[config.mk]
export PLATFORM = sky130hd
export DESIGN_NAME = ahb_decoder_flat
export DESIGN_NICKNAME = d
export VERILOG_FILES = /design/src/rtl/ahb_decoder_if.sv /design/src/rtl/ahb_decoder.sv /design/src/flat_wrapper.sv
export SDC_FILE = /design/constraint.sdc
export NUM_CORES = 1
export LEC_CHECK = 0
export ABC_AREA = 1
export ABC_CLOCK_PERIOD_IN_PS = 900
export CORE_AREA = 2 2 39 41
export DETAILED_ROUTE_END_ITERATION = 6
export DIE_AREA = 0 0 41 43
export GPL_TIMING_DRIVEN = 0
export MAX_ROUTING_LAYER = met4
export PLACE_DENSITY = 0.73
export SYNTH_ARGS = -nofsm -noshare
export SYNTH_HDL_FRONTEND = slang
export SYNTH_SLANG_ARGS = --single-unit
[constraint.sdc]
create_clock -name i_hclk -period 0.9 [get_ports i_hclk]
set_input_delay 0.225 -clock i_hclk [delete_from_list [all_inputs] [get_ports i_hclk]]
set_output_delay 0.225 -clock i_hclk [all_outputs]
set_load 0.005 [all_outputs]
[src/rtl/ahb_decoder_if.sv]
// ahb_decoder_if
// Groups the decoder's address-phase inputs and its select/default-slave
// outputs into one bundle.
//   master modport : drives haddr/htrans/hready, observes decode results
//   slave  modport : used by ahb_decoder itself
// Signals:
//   haddr[31:0]   address-phase address
//   htrans[1:0]   transfer type (bit 1 high = NONSEQ/SEQ)
//   hready        system hready fed back from the response mux
//   hsel_1..4     combinational one-hot region select
//   sel[1:0]      registered data-phase slave index for the mux
//   def_active    data phase belongs to the default slave
//   def_hreadyout default slave ready
//   def_hresp     default slave response (1 = ERROR)
interface ahb_decoder_if;
  logic [31:0] haddr;
  logic [1:0]  htrans;
  logic        hready;
  logic        hsel_1;
  logic        hsel_2;
  logic        hsel_3;
  logic        hsel_4;
  logic [1:0]  sel;
  logic        def_active;
  logic        def_hreadyout;
  logic        def_hresp;

  modport master (
    output haddr, htrans, hready,
    input  hsel_1, hsel_2, hsel_3, hsel_4, sel,
    input  def_active, def_hreadyout, def_hresp
  );

  modport slave (
    input  haddr, htrans, hready,
    output hsel_1, hsel_2, hsel_3, hsel_4, sel,
    output def_active, def_hreadyout, def_hresp
  );
endinterface

[src/rtl/ahb_decoder.sv]
// ahb_decoder
// AHB-Lite address decoder for a four-slave response mux. Decodes haddr into
// a priority-resolved one-hot hsel, registers the winning index as the
// data-phase mux select, and (optionally) hosts a default slave that answers
// unmapped active transfers with a two-cycle ERROR response.
// Ports:
//   i_hclk    clock, rising edge
//   i_hresetn asynchronous active-low reset
//   io_bus    ahb_decoder_if.slave (see interface file for signal list)
// Parameters:
//   S1_BASE..S4_BASE region bases, S_MASK common region mask
// Configuration macro:
//   AHB_DEC_DEFSLV_EN  defined   -> default slave + ERROR FSM compiled in
//                      undefined -> unmapped addresses fall through to slave 4,
//                                   default-slave outputs tied inactive
module ahb_decoder #(
  parameter logic [31:0] S1_BASE = 32'h0000_0000,
  parameter logic [31:0] S2_BASE = 32'h1000_0000,
  parameter logic [31:0] S3_BASE = 32'h2000_0000,
  parameter logic [31:0] S4_BASE = 32'h3000_0000,
  parameter logic [31:0] S_MASK  = 32'hF000_0000
) (
  input logic           i_hclk,
  input logic           i_hresetn,
  ahb_decoder_if.slave  io_bus
);

  logic [3:0] w_match;
  logic [3:0] w_hsel;
  logic [1:0] w_idx;
  logic       w_hit;
  logic [1:0] r_sel;
  logic       w_unused;

  // htrans[0] (SEQ vs NONSEQ) never affects decoding.
  assign w_unused = ^io_bus.htrans;

  assign w_match[0] = (io_bus.haddr & S_MASK) == (S1_BASE & S_MASK);
  assign w_match[1] = (io_bus.haddr & S_MASK) == (S2_BASE & S_MASK);
  assign w_match[2] = (io_bus.haddr & S_MASK) == (S3_BASE & S_MASK);
  assign w_match[3] = (io_bus.haddr & S_MASK) == (S4_BASE & S_MASK);

  // Priority resolution: lowest-numbered slave wins when regions overlap, so
  // at most one hsel is ever high. Without the default slave, anything left
  // unmatched lands on slave 4.
  always_comb begin
    w_hsel = 4'b0000;
    w_idx  = 2'd0;
    w_hit  = 1'b0;
    if (w_match[0]) begin
      w_hsel = 4'b0001;
      w_idx  = 2'd0;
      w_hit  = 1'b1;
    end else if (w_match[1]) begin
      w_hsel = 4'b0010;
      w_idx  = 2'd1;
      w_hit  = 1'b1;
    end else if (w_match[2]) begin
      w_hsel = 4'b0100;
      w_idx  = 2'd2;
      w_hit  = 1'b1;
    end else begin
`ifdef AHB_DEC_DEFSLV_EN
      if (w_match[3]) begin
        w_hsel = 4'b1000;
        w_idx  = 2'd3;
        w_hit  = 1'b1;
      end
`else
      w_hsel = 4'b1000;
      w_idx  = 2'd3;
      w_hit  = 1'b1;
`endif
    end
  end

  assign io_bus.hsel_1 = w_hsel[0];
  assign io_bus.hsel_2 = w_hsel[1];
  assign io_bus.hsel_3 = w_hsel[2];
  assign io_bus.hsel_4 = w_hsel[3];
  assign io_bus.sel    = r_sel;

`ifdef AHB_DEC_DEFSLV_EN

  typedef enum logic [1:0] {
    IDLE = 2'd0,
    ERR1 = 2'd1,
    ERR2 = 2'd2
  } defState_t;

  defState_t r_state;
  defState_t w_nextState;
  logic      r_defActive;
  logic      w_errReq;
  logic      w_hreadyout;
  logic      w_hresp;

  // An accepted address phase that is active but hits no region.
  assign w_errReq = io_bus.hready && io_bus.htrans[1] && !w_hit;

  // Address-phase capture. An unmapped phase keeps the previous sel so the
  // mux never glitches to an unrelated slave while the default slave answers.
  // An IDLE transfer accepted in the second ERROR cycle hands the data phase
  // back to the mux.
  always_ff @(posedge i_hclk or negedge i_hresetn) begin
    if (!i_hresetn) begin
      r_sel       <= 2'd0;
      r_defActive <= 1'b0;
    end else if (io_bus.hready) begin
      if (w_hit) begin
        r_sel       <= w_idx;
        r_defActive <= 1'b0;
      end else if ((r_state == ERR2) && !io_bus.htrans[1]) begin
        r_defActive <= 1'b0;
      end else begin
        r_defActive <= 1'b1;
      end
    end
  end

  // Default slave state register.
  always_ff @(posedge i_hclk or negedge i_hresetn) begin
    if (!i_hresetn) begin
      r_state <= IDLE;
    end else begin
      r_state <= w_nextState;
    end
  end

  // ERR1 advances unconditionally: it is the cycle that pulls system hready
  // low, so it cannot wait on hready itself. ERR2 chains straight into
  // another ERR1 for back-to-back unmapped transfers.
  always_comb begin
    w_nextState = r_state;
    w_hreadyout = 1'b1;
    w_hresp     = 1'b0;
    unique case (r_state)
      IDLE: begin
        if (w_errReq) w_nextState = ERR1;
      end
      ERR1: begin
        w_hreadyout = 1'b0;
        w_hresp     = 1'b1;
        w_nextState = ERR2;
      end
      ERR2: begin
        w_hresp = 1'b1;
        if (w_errReq) begin
          w_nextState = ERR1;
        end else if (io_bus.hready) begin
          w_nextState = IDLE;
        end
      end
      default: begin
        w_nextState = IDLE;
      end
    endcase
  end

  assign io_bus.def_active    = r_defActive;
  assign io_bus.def_hreadyout = w_hreadyout;
  assign io_bus.def_hresp     = w_hresp;

`else

  // Every address decodes somewhere, so capture is unconditional on hready.
  always_ff @(posedge i_hclk or negedge i_hresetn) begin
    if (!i_hresetn) begin
      r_sel <= 2'd0;
    end else if (io_bus.hready && w_hit) begin
      r_sel <= w_idx;
    end
  end

  assign io_bus.def_active    = 1'b0;
  assign io_bus.def_hreadyout = 1'b1;
  assign io_bus.def_hresp     = 1'b0;

`endif

endmodule

[src/flat_wrapper.sv]
// flat-port wrapper written by rule: the top's interface ports become plain ports
module ahb_decoder_flat 
#(
  parameter logic [31:0] S1_BASE = 32'h0000_0000,
  parameter logic [31:0] S2_BASE = 32'h1000_0000,
  parameter logic [31:0] S3_BASE = 32'h2000_0000,
  parameter logic [31:0] S4_BASE = 32'h3000_0000,
  parameter logic [31:0] S_MASK  = 32'hF000_0000
)
  (i_hclk, i_hresetn, io_bus_haddr, io_bus_htrans, io_bus_hready, io_bus_hsel_1, io_bus_hsel_2, io_bus_hsel_3, io_bus_hsel_4, io_bus_sel, io_bus_def_active, io_bus_def_hreadyout, io_bus_def_hresp);
  ahb_decoder_if io_bus_i ();
  input logic i_hclk;
  input logic i_hresetn;
  input wire logic [$bits(io_bus_i.haddr)-1:0] io_bus_haddr;
  input wire logic [$bits(io_bus_i.htrans)-1:0] io_bus_htrans;
  input wire logic [$bits(io_bus_i.hready)-1:0] io_bus_hready;
  output wire logic [$bits(io_bus_i.hsel_1)-1:0] io_bus_hsel_1;
  output wire logic [$bits(io_bus_i.hsel_2)-1:0] io_bus_hsel_2;
  output wire logic [$bits(io_bus_i.hsel_3)-1:0] io_bus_hsel_3;
  output wire logic [$bits(io_bus_i.hsel_4)-1:0] io_bus_hsel_4;
  output wire logic [$bits(io_bus_i.sel)-1:0] io_bus_sel;
  output wire logic [$bits(io_bus_i.def_active)-1:0] io_bus_def_active;
  output wire logic [$bits(io_bus_i.def_hreadyout)-1:0] io_bus_def_hreadyout;
  output wire logic [$bits(io_bus_i.def_hresp)-1:0] io_bus_def_hresp;
  assign io_bus_i.haddr = io_bus_haddr;
  assign io_bus_i.htrans = io_bus_htrans;
  assign io_bus_i.hready = io_bus_hready;
  assign io_bus_hsel_1 = io_bus_i.hsel_1;
  assign io_bus_hsel_2 = io_bus_i.hsel_2;
  assign io_bus_hsel_3 = io_bus_i.hsel_3;
  assign io_bus_hsel_4 = io_bus_i.hsel_4;
  assign io_bus_sel = io_bus_i.sel;
  assign io_bus_def_active = io_bus_i.def_active;
  assign io_bus_def_hreadyout = io_bus_i.def_hreadyout;
  assign io_bus_def_hresp = io_bus_i.def_hresp;
  ahb_decoder #(.S1_BASE(S1_BASE), .S2_BASE(S2_BASE), .S3_BASE(S3_BASE), .S4_BASE(S4_BASE), .S_MASK(S_MASK)) u_core (.i_hclk(i_hclk), .i_hresetn(i_hresetn), .io_bus(io_bus_i));
endmodule
==> summary.txt, run 1 <==
Floorplan
  • Die ar.: 0.00176 mm2
  • Core Region: 0.00138 mm2
  • Initial Utilization: 0.104
  • Chip height: 43 um
  • FP Rows: 14
  • Die Width: 41 um
  • Io pins: 46

Placement
  • Post-DP HPWL: 330 um
  • PortBufs: 12
  • Final GP Congestion: 0.528
  • Pre-CTS WS: -0.840 ns

Global route
  • Largest net degree at the start of global routing: 4
  • Total GRT Usage: 0.0658
  • Initial antenna violation count: 0
  • Vias in the first global route: 215
  • First-pass GRT wire length: 676 um
  • Overflow after GRT: 0

STA
  • RSZ-0062 raised after global routing: true
  • Fmax achieved: 0.964 GHz
  • Smallest hold slack: 0.168 ns
  • Final period util: 1.15
  • Endpoints failing hold: 0
  • Clk_skew: 0 ns
  • Setup Viol. Count Final: 6
  • PnR worst setup slack: -0.137 ns
  • Tmin final: 1.04 ns
  • Final Slew Violations: 0

Synthesis
  • Post-Synthesis Cells: 23
  • Cell taking the most area after synthesis: dfrtp_1
  • Sequential share of the synthesized area: 0.348
  • Syn Area/Cell: 6.26 um2
  • Synth top area cells: dfrtp_1 (35%), nand2_1 (21%), buf_4 (16%), inv_1 (7.8%), nor2_1 (7.8%)
  • Synthesized flop and latch total: 2
  • Post-Syn Area: 144 um2
  • Post-synthesis cell type count: 8
  • Yosys warns: 0
  • Yosys top cell area share: 0.348

Clock network
  • Post-CTS Hold Buffers: 0
  • CTS root buffer: clkbuf_4
  • Worst-path clk slew: 0.03 ns
  • Clock buffer depth: 2
  • TritonCTS clock tree: done
  • H-Tree Depth: 1
  • Total CTS buffers: 3
  • CTS Sinks: 2
  • Worst-skew pair later-pin latency: 0.22 ns

Power and ir drop
  • Clock power frac: 0.487
  • Largest vdd supply drop: 268 uV
  • Logic pwr share: 0.263
  • Flop pwr share: 0.250
  • Sw Share: 0.244
  • Leak Pwr: 0.187 nW
  • Net load switching power: 0.0991 mW
  • Pwr dens: 1200 mW/mm2
  • Internal power: 0.306 mW

Setup path
  • Worst EP arrival: 0.81 ns
  • Crit path capture type: output port
  • WS Path Type: in -> out
  • Worst path cell trace: buf_6 -> nor2_4 -> nand2_2 -> buf_6 -> nor2_4 -> buf_2
  • Reg-to-reg endpoint: u_core.io_bus.sel[0]$_DFFE_PN0P_
  • FF-to-FF Start: u_core.io_bus.sel[0]$_DFFE_PN0P_
  • CP max stage delay: 0.12 ns
  • Worst EP required: 0.67 ns
  • Slowest stage cell, crit path: nor2_4
  • Startpoint types: input pin
  • Reg2Reg Depth: 2
  • Crit Path Max Fanout: 2
  • Reg2Reg Setup Slack: 0.31 ns

Routing
  • Met3 WL: 108 um
  • DRT antenna net count: 0
  • DRT iter0 DRCs: 0
  • Residual DRC: 0
  • Routed WL per cell: 8.42 um
  • Detailed Routing Iterations Pass 1: 1
  • Max Used Layer: met3
  • Metal2 WL: 269 um
  • Routed WL: 505 um
  • DRT met1 WL: 128 um
  • Vias per inst: 3.38
  • Via count: 203

Layout
  • FF+latch area: 50.0 um2
  • Number of filler cells placed in the layout: 170
  • Most frequent cells in the layout: buf_2 (8), nand2_1 (6), buf_4 (6), buf_6 (4)
  • Max reg flops: 2
  • Layout area overhead: 136%
  • Commonest non-fill, non-tap cell in the layout: buf_2
  • Nets@finish: 83
  • Ant diodes: 0
  • Share of cells above drive strength 1: 0.636
  • Final Core Density: 0.245
  • Multi-input gate area: 85.1 um2

Outcome
  • Failing checks: negative setup slack
  • Status: finished, violations left

Worst hold path
  • Worst Hold Class: in -> async

Job
  • Max-Cap Viols: 0
==> cells in the mapped netlist <==
library cell and count:
dfrtp_1 2, o21ai_0 1, nand2_1 8, inv_1 3, nor2_1 3, buf_4 3
conb_1 2, nor2_2 1
==> worst max-delay path: cells and delay by family <==
family,cells,cell delay (ns)
buffers and inverters,3,0.32
AND/OR/NAND/NOR,3,0.26
==> power by group through the flow <==
stage	Combinational [mW]	Clock, mW	Sequential (mW)
finish	0.107	0.198	0.102
global route	0.118	0.221	0.102
CTS	0.104	0.215	0.102
detailed placement	0.0937	0	0.103
global placement	0.0914	0	0.103
floorplan	0.0322	0	0.104
==> metrics by stage <==
stage	power (mW)	area (um2)	cells	TNS [ns]
6_report	0.406	339	60	-0.417
5_1_grt	0.440	339	60	-0.603
4_1_cts	0.421	337	60	-0.468
3_5_place_dp	0.197	288	52	-4.02
3_3_place_gp	0.194	288	52	-3.79
2_1_floorplan	0.136	148	24	0
==> routing by layer <==
layer  GRT usage  vias to the layer above
met5           -                        -
li1            -                      102
met2       0.113                       14
met3      0.0262                        0
met1      0.0354                       87
met4      0.0800                        0
==> what timing repair did <==
item	CTS	global route
pin swaps	7	6
gates resized for setup	49	3
setup endpoints to repair	7	6
setup buffers	5	0
cloned	0	0
==> final cells by class <==
| class | instances | share of cell area |
|---|---|---|
| flip-flops and latches | 2 | 0.148 |
| clock buffers | 3 | 0.0664 |
| inverters | 3 | 0.0332 |
| well taps | 16 | 0.0590 |
| repair buffers | 17 | 0.376 |
| plain buffers | 3 | 0.0664 |
| multi-input cells | 16 | 0.251 |
==> logic make-up after synthesis <==
logic type	Yosys count	synth area share
and+or+nand+nor	12	0.330
DFF	2	0.348
AOI/OAI and AO/OA	1	0.0347
buffers and inverters	6	0.235
other	2	0.0522
==> how the worst max path moves through the flow <==
stage / start / end / slack, ns / depth (start not counted)
4_1_cts: io_bus_haddr[30] / io_bus_hsel_1 / -0.15 / 6
6_report: io_bus_haddr[31] / io_bus_hsel_1 / -0.14 / 6
3_3_place_gp: io_bus_haddr[31] / io_bus_hsel_1 / -0.80 / 5
5_1_grt: io_bus_haddr[31] / io_bus_hsel_1 / -0.17 / 6
3_5_place_dp: io_bus_haddr[31] / io_bus_hsel_1 / -0.84 / 5
2_1_floorplan: io_bus_haddr[31] / io_bus_hsel_1 / 0.15 / 3
No activity file was read; power rests on OpenSTA's default activity.
==> run 2, diff against run 1 <==
--- a/config.mk
+++ b/config.mk
@@ -13,6 +13,7 @@
 export GPL_TIMING_DRIVEN = 0
 export MAX_ROUTING_LAYER = met4
 export PLACE_DENSITY = 0.73
+export SLEW_MARGIN = 20
 export SYNTH_ARGS = -nofsm -noshare
 export SYNTH_HDL_FRONTEND = slang
 export SYNTH_SLANG_ARGS = --single-unit
==> results of run 2 <==
Final layout, timing and power as in run 1 (identical DEF).
==> run 3, diff against run 2 <==
--- a/config.mk
+++ b/config.mk
@@ -6,13 +6,13 @@
 export NUM_CORES = 1
 export LEC_CHECK = 0
 export ABC_AREA = 1
-export ABC_CLOCK_PERIOD_IN_PS = 900
 export CORE_AREA = 2 2 39 41
 export DETAILED_ROUTE_END_ITERATION = 6
 export DIE_AREA = 0 0 41 43
 export GPL_TIMING_DRIVEN = 0
 export MAX_ROUTING_LAYER = met4
 export PLACE_DENSITY = 0.73
+export SKIP_CTS_REPAIR_TIMING = 1
 export SLEW_MARGIN = 20
 export SYNTH_ARGS = -nofsm -noshare
 export SYNTH_HDL_FRONTEND = slang
==> summary.txt, run 3 (synthesis results as in run 1) <==
Floorplan
  • Chip height: 43 um (unchanged)
  • FP Rows: 14 (unchanged)
  • Die Width: 41 um (unchanged)
  • Initial Utilization: 0.104 (unchanged)
  • Core Region: 0.00138 mm2 (unchanged)
  • Io pins: 46 (unchanged)
  • Die ar.: 0.00176 mm2 (unchanged)

Setup path
  • Startpoint types: input pin
  • Reg2Reg Depth: 2 (unchanged)
  • Crit path capture type: output port
  • WS Path Type: in -> out
  • Crit Path Max Fanout: 3 (+1)
  • Worst EP required: 0.67 ns (about the same)
  • Worst EP arrival: 0.75 ns (-0.06 ns)
  • Reg-to-reg endpoint: u_core.io_bus.sel[0]$_DFFE_PN0P_
  • Reg2Reg Setup Slack: 0.31 ns (about the same)
  • FF-to-FF Start: u_core.io_bus.sel[0]$_DFFE_PN0P_
  • Crit path to: io_bus_hsel_1
  • CP Launch Point: io_bus_haddr[30]

Job
  • Max-Cap Viols: 0 (unchanged)

Global route
  • Initial antenna violation count: 0 (unchanged)
  • Largest net degree at the start of global routing: 4 (unchanged)
  • First-pass GRT wire length: 565 um (-16%)
  • Overflow after GRT: 0 (unchanged)
  • Vias in the first global route: 179 (-17%)
  • Total GRT Usage: 0.0566 (-0.00926)

Layout
  • Final Core Density: 0.229 (-0.0163)
  • Max reg flops: 2 (unchanged)
  • Number of filler cells placed in the layout: 165 (-2.9%)
  • Layout area overhead: 120%
  • Most frequent cells in the layout: nand2_1 (7), buf_4 (6), clkbuf_2 (4)
  • Nets@finish: 81 (-2.4%)
  • Share of cells above drive strength 1: 0.548 (-0.0887)
  • Ant diodes: 0 (unchanged)
  • Commonest non-fill, non-tap cell in the layout: nand2_1

Placement
  • Post-DP HPWL: 330 um (unchanged)
  • PortBufs: 12 (unchanged)
  • Final GP Congestion: 0.528 (unchanged)

Power and ir drop
  • Largest vdd supply drop: 266 uV (-0.95%)
  • Leak Pwr: 0.190 nW (+1.8%)
  • Pwr dens: 1240 mW/mm2 (+3.5%)

Clock network
  • CTS root buffer: clkbuf_4
  • Worst-skew pair later-pin latency: 0.22 ns (about the same)
  • H-Tree Depth: 1 (unchanged)
  • Worst-path clk slew: 0.03 ns (about the same)
  • CTS Sinks: 2 (unchanged)
  • Clock buffer depth: 2 (unchanged)
  • TritonCTS clock tree: done
  • Total CTS buffers: 3 (unchanged)

STA
  • Final TNS setup: -0.266 ns (+0.151 ns)
  • Final Slew Violations: 0 (unchanged)
  • PnR worst setup slack: -0.0731 ns (+0.0640 ns)
  • Smallest hold slack: 0.168 ns (unchanged)
  • Fmax achieved: 1.03 GHz (+6.6%)
  • Tmin final: 0.973 ns (-0.0640 ns)
  • Final period util: 1.08 (-0.0712)
  • Endpoints failing hold: 0 (unchanged)
  • Clk_skew: 0 ns (unchanged)
  • RSZ-0062 raised after global routing: true
  • Setup Viol. Count Final: 6 (unchanged)

Routing
  • Vias per inst: 3.28 (-3.2%)
  • Routed WL: 436 um (-14%)
  • Routed WL per cell: 7.52 um (-11%)
  • Residual DRC: 0 (unchanged)
  • Via count: 190 (-6.4%)
  • DRT iter0 DRCs: 0 (unchanged)
  • DRT antenna net count: 0 (unchanged)
  • Detailed Routing Iterations Pass 1: 1 (unchanged)

Outcome
  • Status: finished, violations left
  • Failing checks: negative setup slack

Worst hold path
  • Worst Hold Class: in -> async
-- run 3: layout make-up --
type | count | area (um2) | share of cell area
inverters | 3 | 11.3 | 0.0356
repair buffers | 15 | 114 | 0.360
clock buffers | 3 | 22.5 | 0.0711
plain buffers | 3 | 22.5 | 0.0711
multi-input cells | 16 | 76.3 | 0.241
flip-flops and latches | 2 | 50.0 | 0.158
well taps | 16 | 20.0 | 0.0632
-- run 3: stage by stage --
step	std cells	area, um2	power [mW]	worst slack (ns)
floorplan	24	148	0.136	0.151
global placement	52	288	0.194	-0.801
detailed placement	52	288	0.197	-0.840
CTS	55	310	0.411	-0.837
global route	58	317	0.427	-0.119
finish	58	317	0.392	-0.0731
-- run 3: routing by layer --
metal	share of wire	wire length (um)	global-route usage
met1	0.27	118	0.0354
met2	0.47	204	0.0844
met3	0.26	113	0.0262
met4	0	0	0.0800
met5	0	0	-
-- run 3: worst max-delay path: stages --
cell	delay, ns
buf_6	0.09
nor2_4	0.12
nand2_2	0.09
nor2_2	0.10
buf_2	0.11
-- run 3: where the power goes --
| group | internal, mW | switching [mW] | leakage [nW] |
|---|---|---|---|
| clock | 0.147 | 0.0504 | 0.0138 |
| combinational | 0.0533 | 0.0393 | 0.155 |
| sequential | 0.0983 | 0.00356 | 0.0222 |
| total | 0.299 | 0.0933 | 0.190 |
-- run 3: how the worst min path moves through the flow --
stage / slack, ns / end / depth (start not counted) / from
2_1_floorplan: -0.07 / u_core.io_bus.sel[0]$_DFFE_PN0P_ / 0 / i_hresetn
3_3_place_gp: 0.39 / u_core.io_bus.sel[1]$_DFFE_PN0P_ / 1 / i_hresetn
3_5_place_dp: 0.40 / u_core.io_bus.sel[1]$_DFFE_PN0P_ / 1 / i_hresetn
4_1_cts: 0.16 / u_core.io_bus.sel[0]$_DFFE_PN0P_ / 1 / i_hresetn
5_1_grt: 0.16 / u_core.io_bus.sel[0]$_DFFE_PN0P_ / 1 / i_hresetn
6_report: 0.17 / u_core.io_bus.sel[0]$_DFFE_PN0P_ / 1 / i_hresetn
==> RTL edit, RTL diff (config.mk and constraints of run 3) <==
Build with the macro `AHB_DEC_DEFSLV_EN` defined.
--- a/src/rtl/ahb_decoder.sv
+++ b/src/rtl/ahb_decoder.sv
@@ -13,6 +13,8 @@
 //   AHB_DEC_DEFSLV_EN  defined   -> default slave + ERROR FSM compiled in
 //                      undefined -> unmapped addresses fall through to slave 4,
 //                                   default-slave outputs tied inactive
+`define AHB_DEC_DEFSLV_EN
+
 module ahb_decoder #(
   parameter logic [31:0] S1_BASE = 32'h0000_0000,
   parameter logic [31:0] S2_BASE = 32'h1000_0000,
Behaviour: not the same (a bounded check fails within 4 cycles, from zero or initial values and one cycle with i_hresetn low).
==> RTL edit against run 3 <==
- the run still ends with negative setup slack left
- sequential cell count increased by 3
- utilization increased by 21 points
- synthesized area increased by 140%
- sequential share of layout area increased by 5.2 points
- clock skew about the same
- design area increased by 90%
- global-route usage increased by 6.0 points
- power increased to 3.1 times the old value
- via count increased by 95%
- wire length increased by 120%
- worst setup slack got worse by 0.38 ns
- count of clock-buffer cells in the layout increased by 1
- largest power group is now combinational logic
==> RTL edit: results (changes against run 3) <==
run status = complete, but fails checks
violated checks = negative setup slack
synth warn = 0 (unchanged)
number of buffers between clock root and the deepest sink = 2 (unchanged)
proportion of layout cells with a drive suffix above 1 = 49.3% (-5.5 points)
Crit path largest cell delay = 0.42 ns (+0.30 ns)
leakage dissipation = 0.321 nW (+69%)
gpl congestion = 0.691 (+31%)
Detailed Route WL = 946 µm (+120%)
Worst IR Drop VDD = 0.925 mV (+250%)
kind of cell adding the most delay to the critical path = flip-flops
cts bufs inserted = 3 (unchanged)
pin count of the biggest net entering global routing = 7 (+3)
worst slew margin relative to its limit = 84.6%
top cells by count, synth = sky130_fd_sc_hd__inv_1 (8), sky130_fd_sc_hd__nand2_1 (8), sky130_fd_sc_hd__dfrtp_1 (5), sky130_fd_sc_hd__ha_1 (5), sky130_fd_sc_hd__nor3_1 (4)
count of final setup violators = 12 (+6)
number of antenna diodes = 0 (unchanged)
Arr. time, crit path = 1.13 ns (+0.38 ns)
Cell Area, Placed = 524 µm² (+82%)
post-route clock skew = 0.000343 ns (+0.000343 ns)
number of buffer cells added on primary ports = 16 (+4)
worst min path class = in2async
total nets after synthesis = 85
final layout net count = 112 (+38%)
cells taking the most area after synthesis = sky130_fd_sc_hd__dfrtp_1 (36%), sky130_fd_sc_hd__ha_1 (18%), sky130_fd_sc_hd__inv_1 (8.7%)
Overall Global Routing Usage = 11.7% (+6.0 points)
clock latency on the worst-skew pair = 0.24 ns (+0.02 ns)
Cell variety after synth = 15 (+7)
Slowest cell on crit path = sky130_fd_sc_hd__dfrtp_2
fraction of synthesis flops using an asynchronous set or reset pin = 100% (unchanged)
combinational gate power = 0.000638 W (+590%)
r2r setup slk = -0.37 ns (-0.68 ns)
ys flop type = sky130_fd_sc_hd__dfrtp_1
number of max-slew violations in the final report = 0 (unchanged)
largest fanout of any net on the critical path = 3 (unchanged)
Sw Pwr = 0.000436 W (+370%)
CTS clk-pin slew, worst paths = 0.04 ns
wire length of the first global-routing pass = 1290 µm (+130%)
sequential share of the synthesized area = 36.4% (+1.6 points)
worst setup timing slack at the placement stage = -0.884 ns (-0.0439 ns)
sequential cell power = 0.000337 W (+230%)
final setup slack of the worst path = -0.456 ns (-0.383 ns)
antenna violations before repair = 0 (unchanged)
post-detail-place hpwl = 623 µm (+89%)
number of DRC violations after detailed-routing iteration 0 = 1 (+1)
vias in the first global route = 346 (+93%)
root buf cell = sky130_fd_sc_hd__clkbuf_4
count of TritonRoute iterations in the first routing pass = 3 (+2)
sum of negative setup slack = -2.36 ns (-2.09 ns)
vias per inst = 4.35 (+33%)
deepest level of the CTS H-tree = 1 (unchanged)
RTL edit: layout make-up:
cell class	count	area [µm²]
fill	155	783
clock buffer	4	26.3
tap	16	20.0
timing repair buffer	22	168
multi-input combinational	28	218
sequential	5	126
inverter	10	42.5
RTL edit: path summary, 6_finish.rpt:
| kind | from | end | depth (start not counted) |
|---|---|---|---|
| worst max-delay path | u_core.r_state[0]$_DFFE_PN0P_ | io_bus_def_hresp | 4 |
| worst min-delay path | i_hresetn | u_core.io_bus.sel[0]$_DFFE_PN0P_ | 1 |
| worst max register to register | u_core.r_state[0]$_DFFE_PN0P_ | u_core.r_state[1]$_DFFE_PN0P_ | 8 |
| worst min register to register | u_core.io_bus.def_active$_DFFE_PN0P_ | u_core.io_bus.def_active$_DFFE_PN0P_ | 2 |
| max in group asynchronous | i_hresetn | u_core.r_state[0]$_DFFE_PN0P_ | 1 |
| min in group i_hclk | io_bus_hready | u_core.io_bus.def_active$_DFFE_PN0P_ | 2 |
RTL edit: per-stage QoR:
stage | cells | total power (W) | hold WS, ns
floorplan | 43 | 0.000579 | -0.0706
global route | 85 | 0.00135 | 0.220
CTS | 79 | 0.00110 | 0.208
detailed placement | 75 | 0.000834 | 0.466
finish | 85 | 0.00123 | 0.212
global placement | 75 | 0.000811 | 0.454
RTL edit: metal layers:
| metal | track usage (%) | routed length (µm) | vias up |
|---|---|---|---|
| met4 | 8.00 | 0 | 0 |
| li1 | - | - | 188 |
| met2 | 17.5 | 549 | 9 |
| met5 | - | 0 | - |
| met3 | 4.71 | 58 | 0 |
| met1 | 11.7 | 337 | 173 |
RTL edit: cell families after synthesis:
kind of cell,synth area share [%]
buffers and inverters,10.9
flip-flops,36.4
AO/OA/AOI/OAI,10.9
adder cells (fa/ha/maj),18.2
AND/OR/NAND/NOR,23.6
